## src/rtl/ddr_phy_pkg.sv

```systemverilog
// Shared constants, FSM state type and CWL clamp helper for the DDR write path.
package ddr_phy_pkg;
  localparam int LANES      = 8;
  localparam int BEATS      = 8;
  localparam int BURST_W    = LANES * BEATS;
  localparam int CWL_MIN    = 2;
  localparam int CWL_MAX    = 5;
  localparam int FIFO_DEPTH = 8;
  localparam logic [BEATS-1:0] DQS_TOGGLE = 8'h55;
  localparam logic [BEATS-1:0] DQS_IDLE   = 8'h00;

  typedef enum logic [2:0] {
    ST_IDLE,
    ST_WAIT,
    ST_PRE,
    ST_DATA,
    ST_POST
  } wr_state_e;

  function automatic logic [2:0] clamp_cwl(input logic [2:0] cwl);
    if (cwl < 3'(CWL_MIN)) return 3'(CWL_MIN);
    if (cwl > 3'(CWL_MAX)) return 3'(CWL_MAX);
    return cwl;
  endfunction
endpackage

```

## src/rtl/ddr_wr_fifo.sv

```systemverilog
// Show-ahead synchronous FIFO holding accepted write bursts (data + mask).
module ddr_wr_fifo
  import ddr_phy_pkg::*;
#(
  parameter int W     = 72,
  parameter int DEPTH = FIFO_DEPTH
) (
  input  logic         clk_i,
  input  logic         rst_ni,
  input  logic         push_i,
  input  logic         pop_i,
  input  logic [W-1:0] wdata_i,
  output logic [W-1:0] rdata_o,
  output logic         full_o,
  output logic         empty_o
);
  localparam int AW = $clog2(DEPTH);

  logic [W-1:0]  mem_q [DEPTH];
  logic [AW-1:0] wptr_q, rptr_q;
  logic [AW:0]   count_q;
  logic          push_ok, pop_ok;

  assign full_o  = (count_q == (AW+1)'(DEPTH));
  assign empty_o = (count_q == '0);
  assign push_ok = push_i && !full_o;
  assign pop_ok  = pop_i && !empty_o;
  assign rdata_o = mem_q[rptr_q];

  always_ff @(posedge clk_i or negedge rst_ni) begin
    if (!rst_ni) begin
      wptr_q  <= '0;
      rptr_q  <= '0;
      count_q <= '0;
    end else begin
      if (push_ok) wptr_q <= wptr_q + 1'b1;
      if (pop_ok)  rptr_q <= rptr_q + 1'b1;
      case ({push_ok, pop_ok})
        2'b10:   count_q <= count_q + 1'b1;
        2'b01:   count_q <= count_q - 1'b1;
        default: count_q <= count_q;
      endcase
    end
  end

  // Storage needs no reset: pointers alone define validity.
  always_ff @(posedge clk_i) begin
    if (push_ok) mem_q[wptr_q] <= wdata_i;
  end
endmodule

```

## src/rtl/ddr_wr_seq.sv

```systemverilog
// DDR write sequencer: queues bursts, delays them by CWL and frames them with
// DQS preamble/postamble. Handshake: a burst transfers on any pclk edge where
// wr_valid and wr_ready are both high; wr_valid may be raised independently.
module ddr_wr_seq
  import ddr_phy_pkg::*;
(
  input  logic               pclk,
  input  logic               rst_n,
  input  logic [2:0]         cfg_cwl,
  input  logic               wr_valid,
  output logic               wr_ready,
  input  logic [BURST_W-1:0] wr_data,
  input  logic [BEATS-1:0]   wr_mask,
  output logic [BURST_W-1:0] dq_word,
  output logic [BEATS-1:0]   dm_word,
  output logic [BEATS-1:0]   dqs_word,
  output logic               dq_oe,
  output logic               dqs_oe,
  output logic               busy,
  output wr_state_e          dbg_state
);
  wr_state_e                  state_q;
  logic [2:0]                 cwl_q;
  logic [7:0]                 tags_q, tags_d;
  logic [BURST_W-1:0]         dq_q;
  logic [BEATS-1:0]           dm_q, dqs_q;
  logic                       dq_oe_q, dqs_oe_q;
  logic                       accept, due, pre_due;
  logic                       fifo_full, fifo_empty;
  logic [BURST_W+BEATS-1:0]   fifo_rdata;

  assign wr_ready = !fifo_full;
  assign accept   = wr_valid && !fifo_full;
  // Bit k of the tag line is stage k+1; stage cwl_q is due on the pins now.
  assign due      = tags_q[cwl_q - 3'd1];
  assign pre_due  = tags_q[cwl_q - 3'd2];
  assign busy     = !fifo_empty || (|tags_q) || (state_q != ST_IDLE);

  always_comb begin
    tags_d    = '0;
    tags_d[0] = accept;
    for (int k = 1; k < 8; k++) begin
      if (3'(k) < cwl_q) tags_d[k] = tags_q[k-1];
    end
  end

  ddr_wr_fifo #(.W(BURST_W + BEATS), .DEPTH(FIFO_DEPTH)) u_fifo (
    .clk_i   (pclk),
    .rst_ni  (rst_n),
    .push_i  (accept),
    .pop_i   (due && !fifo_empty),
    .wdata_i ({wr_mask, wr_data}),
    .rdata_o (fifo_rdata),
    .full_o  (fifo_full),
    .empty_o (fifo_empty)
  );

  always_ff @(posedge pclk or negedge rst_n) begin
    if (!rst_n) begin
      state_q  <= ST_IDLE;
      tags_q   <= '0;
      cwl_q    <= 3'(CWL_MIN);
      dq_q     <= '0;
      dm_q     <= '0;
      dqs_q    <= DQS_IDLE;
      dq_oe_q  <= 1'b0;
      dqs_oe_q <= 1'b0;
    end else begin
      tags_q <= tags_d;
      if (!busy) cwl_q <= clamp_cwl(cfg_cwl);
      if (due) begin
        state_q  <= ST_DATA;
        dq_q     <= fifo_rdata[BURST_W-1:0];
        dm_q     <= fifo_rdata[BURST_W+BEATS-1:BURST_W];
        dqs_q    <= DQS_TOGGLE;
        dq_oe_q  <= 1'b1;
        dqs_oe_q <= 1'b1;
      end else if (pre_due || state_q == ST_DATA) begin
        // Postamble and preamble share one quiet DQS cycle when they coincide.
        state_q  <= pre_due ? ST_PRE : ST_POST;
        dq_q     <= '0;
        dm_q     <= '0;
        dqs_q    <= DQS_IDLE;
        dq_oe_q  <= 1'b0;
        dqs_oe_q <= 1'b1;
      end else begin
        state_q  <= (|tags_d) ? ST_WAIT : ST_IDLE;
        dq_q     <= '0;
        dm_q     <= '0;
        dqs_q    <= DQS_IDLE;
        dq_oe_q  <= 1'b0;
        dqs_oe_q <= 1'b0;
      end
    end
  end

  assign dq_word   = dq_q;
  assign dm_word   = dm_q;
  assign dqs_word  = dqs_q;
  assign dq_oe     = dq_oe_q;
  assign dqs_oe    = dqs_oe_q;
  assign dbg_state = state_q;

  a_no_pop_empty: assert property (@(posedge pclk) disable iff (!rst_n) !(due && fifo_empty));
endmodule

```

## config.mk

```make
export PLATFORM = sky130hd
export DESIGN_NAME = ddr_wr_seq
export DESIGN_NICKNAME = d
export VERILOG_FILES = /design/src/rtl/ddr_phy_pkg.sv /design/src/rtl/ddr_wr_fifo.sv /design/src/rtl/ddr_wr_seq.sv
export SDC_FILE = /design/constraint.sdc
export NUM_CORES = 1
export LEC_CHECK = 0
export ABC_AREA = 0
export CAP_MARGIN = 20
export CORE_ASPECT_RATIO = 1.1
export CORE_MARGIN = 5
export CORE_UTILIZATION = 59
export DETAILED_ROUTE_END_ITERATION = 16
export PLACE_DENSITY = 0.9
export REMOVE_ABC_BUFFERS = 1
export SLEW_MARGIN = 20
export SYNTH_ARGS = -nofsm -noshare
export SYNTH_HDL_FRONTEND = slang
export SYNTH_SLANG_ARGS = --single-unit
```

## constraint.sdc

```tcl
create_clock -name pclk -period 9.7 [get_ports pclk]
set_input_delay 0.97 -clock pclk [delete_from_list [all_inputs] [get_ports pclk]]
set_output_delay 0.97 -clock pclk [all_outputs]
set_load 0.1 [all_outputs]
```

# [After elaboration in Yosys (flattened, before gate mapping)]
# Memory sizes are Yosys's and may differ from the RTL's.
# Index checks and enable logic that the tools add are counted.
[word_totals] ff_bits=106 ramBits=576 in_bits=78 out_inout_bits=87 word_cells=80 mem_count=1
[classes] addsub=6 order_cmp=11 n_eq_ne=4 muxes=33 reduce_logical=14
[memory_table] memory="u_fifo.mem_q" depth=8 width=72 rd=1 rd_clocked_by_memory_dff=0 wr=1 line="ddr_wr_fifo.sv:19" text="logic [W-1:0] mem_q [DEPTH];"
[op_table] cell="2-to-1 mux 64 bit" count=1
[op_table] cell="2-to-1 mux 3 bit" count=7
[op_table] cell="2-to-1 mux 1 bit" count=20
[op_table] cell="OR reduction 8 bit" count=2
[op_table] cell="less-than comparator 3 bit (first input constant)" count=4
[op_table] cell="less-than comparator 3 x 4 -> 1 bit (second input constant)" count=2
[op_table] cell="2-to-1 mux 8 bit" count=1
[op_table] cell="case mux 4 bit (2 select lines)" count=1
[op_table] cell="2-to-1 mux 7 bit" count=1
[op_table] cell="adder 3 x 1 -> 3 bit (second input constant)" count=2
[op_table] cell="binary-select mux 1 bit (select 3 bit)" count=2
[op_table] cell="less-than comparator 2 x 3 -> 1 bit (first input constant)" count=2
[op_table] cell="adder 4 x 1 -> 4 bit (second input constant)" count=1
[op_table] cell="equality test 4 bit (second input constant)" count=1
[op_table] cell="logical AND 1 bit" count=4
[op_table] cell="zero test 4 bit" count=1
[op_table] cell="subtractor 4 x 1 -> 4 bit (second input constant)" count=1
[op_table] cell="equality test 3 x 2 -> 1 bit (second input constant)" count=1
[op_table] cell="greater-than comparator 3 bit (second input constant)" count=1
[op_table] cell="logical OR 1 bit" count=3
[op_table] cell="less-than comparator 1 x 3 -> 1 bit (first input constant)" count=1
[op_table] cell="less-than comparator 3 x 2 -> 1 bit (second input constant)" count=1
[op_table] cell="nonzero test 3 bit" count=1
[op_table] cell="subtractor 3 x 1 -> 3 bit (second input constant)" count=1
[op_table] cell="5 further kinds" count=6

# [Logic depth before layout (Yosys ltp)]
[logic_depth] depth_word=9 depth_mapped=13 ltp_nobuf=12

# [By module]
# A second synthesis with hierarchy kept.
[unflattened] cells_unflattened=1133 hier_area_um2=25550.8
[by_module_without_submodules] module="ddr_wr_fifo" n_inst=1 cells_each=899 area_per_inst_um2=22350.2 seq_area_each_um2=17546.8
[by_module_without_submodules] module="ddr_wr_seq" n_inst=1 cells_each=234 area_per_inst_um2=3200.6 seq_area_each_um2=2178.3

# [Worst setup path before layout]
# OpenSTA, ideal clock, no wires.
[synth_timing] path_type="register to register" start="register u_fifo.count_q[1]" end="memory u_fifo.mem_q[0][0], enable pin" setup_ps=682 arrival_time_ps=8412 required_time_ps=9018 slack_ps=606 path_stages_with_launch=6 path_buffers=1 period_less_slack_ps=9094 cell_sequence="dfrtp_1 clkbuf_2 nor3_1 nand2_1 nand2_1 nor4_1"
[synth_between] elab_chain_cells=6
[synth_lines] item="from (decl)" line="ddr_wr_fifo.sv:21" text="logic [AW:0] count_q;"
[synth_lines] item="from (signal assigned)" line="ddr_wr_fifo.sv:39" text="2'b10: count_q <= count_q + 1'b1;"
[synth_lines] item="from (signal assigned)" line="ddr_wr_fifo.sv:40" text="2'b01: count_q <= count_q - 1'b1;"
[synth_lines] item="from (signal assigned)" line="ddr_wr_fifo.sv:41" text="default: count_q <= count_q;"
[synth_lines] item="equality test 4 bit (*)" line="ddr_wr_fifo.sv:24" text="assign full_o = (count_q == (AW+1)'(DEPTH));"
[synth_lines] item="zero test 1 bit (*)"
[synth_lines] item="via wr_ready" line="ddr_wr_seq.sv:11" text="output logic wr_ready,"
[synth_lines] item="logical AND 1 bit" line="ddr_wr_seq.sv:33" text="assign accept = wr_valid && !fifo_full;"
[synth_lines] item="logical AND 1 bit (*)" line="ddr_wr_fifo.sv:26" text="assign push_ok = push_i && !full_o;"
[synth_lines] item="2-to-1 mux 1 bit (*)" line="ddr_wr_fifo.sv:48" text="if (push_ok) mem_q[wptr_q] <= wdata_i;"
[synth_lines] item="2-to-1 mux 1 bit (not written as such) (*)" line="ddr_wr_fifo.sv:48"
[synth_lines] item="to (decl)" line="ddr_wr_fifo.sv:19"
# The timed path passes the listed nets; every way through them passes the cells marked *.

# [Worst setup path in the final report]
[layout_timing] start="register u_fifo.count_q[2]" end="output busy"
[layout_between] elab_chain_cells=4
[layout_lines] item="zero test 4 bit" line="ddr_wr_fifo.sv:25" text="assign empty_o = (count_q == '0);"
[layout_lines] item="zero test 1 bit" line="ddr_wr_seq.sv:37" text="assign busy = !fifo_empty || (|tags_q) || (state_q != ST_IDLE);"
[layout_lines] item="logical OR 1 bit (2 in a row)" line="ddr_wr_seq.sv:37"
[layout_lines] item="to (decl)" line="ddr_wr_seq.sv:19" text="output logic busy,"
# No other way between the ends.

==> Flow_metrics.wiki <==
{| class="wikitable"
! Metric !! Value
|-
| Vias post-DR || 11.86k
|-
| Yosys top cell area share || between 60 and 70%
|-
| DR DRC count || 0
|-
| Data arrival, critical path || roughly 3.2 ns
|-
| Most frequent standard cell in the layout excluding fill and tap cells || sky130_fd_sc_hd__edfxtp_1
|-
| Kind of critical path || register to output port
|-
| Overall die area || between 0.04 and 0.05 sq mm
|-
| Proportion of synthesized chip area in sequential cells || 78.80%
|-
| Number of H-tree branching levels || 2
|-
| Launch instance of the worst register-to-register path || u_fifo.rptr_q[0]
|-
| Area inside the core boundary || between 0.04 and 0.05 sq mm
|-
| Vias in the first global route || between 10k and 15k
|-
| Number of placement rows || 79
|-
| Post-CTS Hold Fix Bufs || 0
|-
| Setup repair after global routing missed its margin || no
|-
| Critical Path End Type || output port
|-
| Number of antenna violations at the first check in global routing || 8
|-
| Number of clock sinks seen by CTS || 673
|-
| Number of buffers on the longest clock path || 3
|-
| Cts bufs inserted || around 60
|-
| First-pass GRT wire length || around 82000 microns
|-
| Synth Area per Inst || between 20 and 25 sq um
|-
| Sum of net half-perimeters after detailed placement || 26210 microns
|-
| Transition time at the pin with the least slew margin || 1.091 ns
|-
| Number of setup violations in the final report || 0
|-
| VDD IR max || 0.2563 mV
|-
| Share of synthesized registers carrying an async set or reset || between 10 and 15%
|-
| Cell area after synthesis || 0.02503 sq mm
|-
| Pin count of the biggest net entering global routing || 75
|-
| Post-detailed-route wirelength per cell || 28.94 microns
|-
| Fmax || approximately 240 MHz
|-
| Detailed Route Iter0 Violations || 1672
|-
| Cell accounting for the most synthesized area || sky130_fd_sc_hd__edfxtp_1
|-
| Final #Nets || 1379
|-
| Share of layout cells above drive strength 1 || approximately a fifth
|-
| Result of the run || completed
|-
| Final Cycle Share || 42.92%
|-
| Worst Path Required || ~8.7 ns
|-
| Total gr overflow || 0
|-
| Filler cell count in the final layout || 2399
|-
| Number of enable-type register cells in the synthesized netlist || 576
|-
| Gpl congestion || between 0.7 and 0.8
|-
| Max_cap viols || 0
|-
| Clk Latency, worst-skew pair || roughly 0.60 ns
|-
| Vias per Instance || just over 6
|-
| Sum of internal, switching and leakage power || 9.956 mW
|-
| Root Driver || sky130_fd_sc_hd__clkbuf_16
|-
| Ys Warns || 0
|-
| Hold Fails Final Rpt || 0
|-
| #FFs+latches synth || just under 700
|-
| Pins Over Slew Limit || 0
|-
| Final critical path time including I/O delays and setup || 4.164 ns
|-
| Clk slew on worst S/H paths || around 0.060 ns
|-
| Number of primary I/O pins || between 150 and 200
|-
| Initial core utilization || 59.45%
|-
| Critical Path Source Type || register
|-
| Number of input and output port buffers inserted || 160
|-
| First element of the critical path || u_fifo.count_q[2]
|-
| Most frequent cells in the layout || 576 x sky130_fd_sc_hd__edfxtp_1, 159 x sky130_fd_sc_hd__clkdlybuf4s50_1, 146 x sky130_fd_sc_hd__mux4_2
|-
| Overall routing resource usage || approximately a quarter
|-
| Peak fanout along the critical path || 5
|-
| Clock tree from TritonCTS || done
|-
| Number of instances in the synthesized netlist || ~1.1k
|-
| Die height || between 200 and 250 microns
|-
| Clock Skew || between 0.02 and 0.025 ns
|-
| Path category of the worst min-delay check || input port to async pin
|-
| Number of gates resized after cts || 0
|-
| Routed Wire Length || between 50000 and 60000 microns
|-
| Area growth from synthesis to layout || 16.73%
|-
| First-pass DRT Iterations || 5
|-
| Synth top area cells || sky130_fd_sc_hd__edfxtp_1 69%, sky130_fd_sc_hd__mux4_2 13%, sky130_fd_sc_hd__dfrtp_1 9.6%, sky130_fd_sc_hd__mux2i_1 3.1%, sky130_fd_sc_hd__nor2_1 1.2%
|-
| Area occupied by registers || ~0.020 sq mm
|-
| Post-synth top flop || sky130_fd_sc_hd__edfxtp_1
|-
| FF-to-FF path depth || 5
|-
| Static Leakage || approximately 10 nW
|-
| Area taken by multi-input logic gates || around 0.005 sq mm
|-
| Post-CTS Setup Repair Bufs || 0
|-
| Remaining antenna violation count after routing || 0
|-
| Number of unique standard cell types used by synthesis || 45
|-
| Worst slew margin || a little over a quarter
|-
| Power density over the cells || around 340 mW/mm^2
|-
| Sum Neg Setup Slack || 0 ns
|-
| Die width || just over 200 microns
|}
[per-layer routing]
| layer | wire [microns] | vias up | track usage, % |
|---|---|---|---|
| met4 | 976 | 12 | 5.389 |
| met3 | 3979 | 93 | 4.380 |
| li1 | - | 4854 | - |
| met2 | 29080 | 617 | 40.51 |
| met5 | 80 | - | 0 |
| met1 | 21150 | 6280 | 33.06 |
[logic make-up after synthesis]
group | Yosys count | synth area share (%)
xor gates and xnor gates | 10 | 0.3499
other | 1 | 0.01498
muxes | 229 | 16.48
buffers and inverters | 66 | 1.450
and+or+nand+nor | 111 | 2.059
DFF | 673 | 78.80
adders and majority gates | 11 | 0.5398
AOI/OAI and AO/OA | 10 | 0.3049
[critical path: stages, from the launching register on]
cell	delay, ns
sky130_fd_sc_hd__dfrtp_1	0.43
sky130_fd_sc_hd__nor4_1	0.62
sky130_fd_sc_hd__nand2_1	0.21
sky130_fd_sc_hd__nor4_4	0.31
sky130_fd_sc_hd__inv_1	0.07
sky130_fd_sc_hd__clkdlybuf4s50_1	0.97
[synthesized netlist by cell type, types with 6 or more instances]
library cell and count:
sky130_fd_sc_hd__dfrtp_1 96, sky130_fd_sc_hd__clkbuf_1 21, sky130_fd_sc_hd__ha_1 10, sky130_fd_sc_hd__buf_6 7, sky130_fd_sc_hd__nor2_1 77, sky130_fd_sc_hd__inv_1 6, sky130_fd_sc_hd__mux2i_1 77, sky130_fd_sc_hd__buf_2 18
sky130_fd_sc_hd__edfxtp_1 576, sky130_fd_sc_hd__mux4_2 146, sky130_fd_sc_hd__xor2_1 8, sky130_fd_sc_hd__nand2_1 8, sky130_fd_sc_hd__buf_4 10
[worst paths after layout]
check                                    endpoint  slack [ns]
worst min-delay path                   dq_word[6]        0.37
worst max-delay path                         busy        5.54
min in group pclk               u_fifo.count_q[3]        0.50
max in group asynchronous        u_fifo.rptr_q[0]        7.91
worst min register to register  u_fifo.count_q[3]        0.50
worst max register to register        dq_word[58]        6.33
[stage by stage]
stage,instances,hold WS [ns],util (%),setup slack (ns),area (sq um)
floorplan,1055,0.4631,-,0.6376,24710
global placement,1796,0.4789,64.55,6.129,27180
detailed placement,1796,0.4853,64.60,6.093,27200
CTS,1907,0.3738,69.30,5.522,29180
global route,1909,0.4127,69.39,5.439,29220
finish,1910,0.3743,69.40,5.536,29220
[cell type report]
class | count | share of cell area [%]
Inverter | 7 | 0.08992
Sequential cell | 673 | 67.54
Clock inverter | 36 | 1.263
Multi-Input combinational cell | 375 | 17.13
Clock buffer | 75 | 5.506
Antenna cell | 2 | 0.01713
Tap cell | 567 | 2.428
Timing Repair Buffer | 175 | 6.029
[flip-flops by register name (all words and copies together) (netlist names)]
| name | flops |
|---|---|
| dbg_state | 3 |
| dm_word | 8 |
| tags_q | 7 |
| dqs_oe | 1 |
| u_fifo.wptr_q | 3 |
| cwl_q | 3 |
| u_fifo.count_q | 4 |
| u_fifo.mem_q | 576 |
| dq_word | 64 |
| u_fifo.rptr_q | 3 |
| dqs_word | 1 |
[report_power, final]
part | total, mW | switching (mW) | internal [mW] | leakage, nW
logic | 3.48 | 2.24 | 1.24 | 2.50
clock network | 2.41 | 1.04 | 1.36 | 0.970
registers | 4.07 | 0.362 | 3.70 | 6.48
total | 9.96 | 3.64 | 6.31 | 9.95
Note: power is estimated with default switching activity, not from simulation.
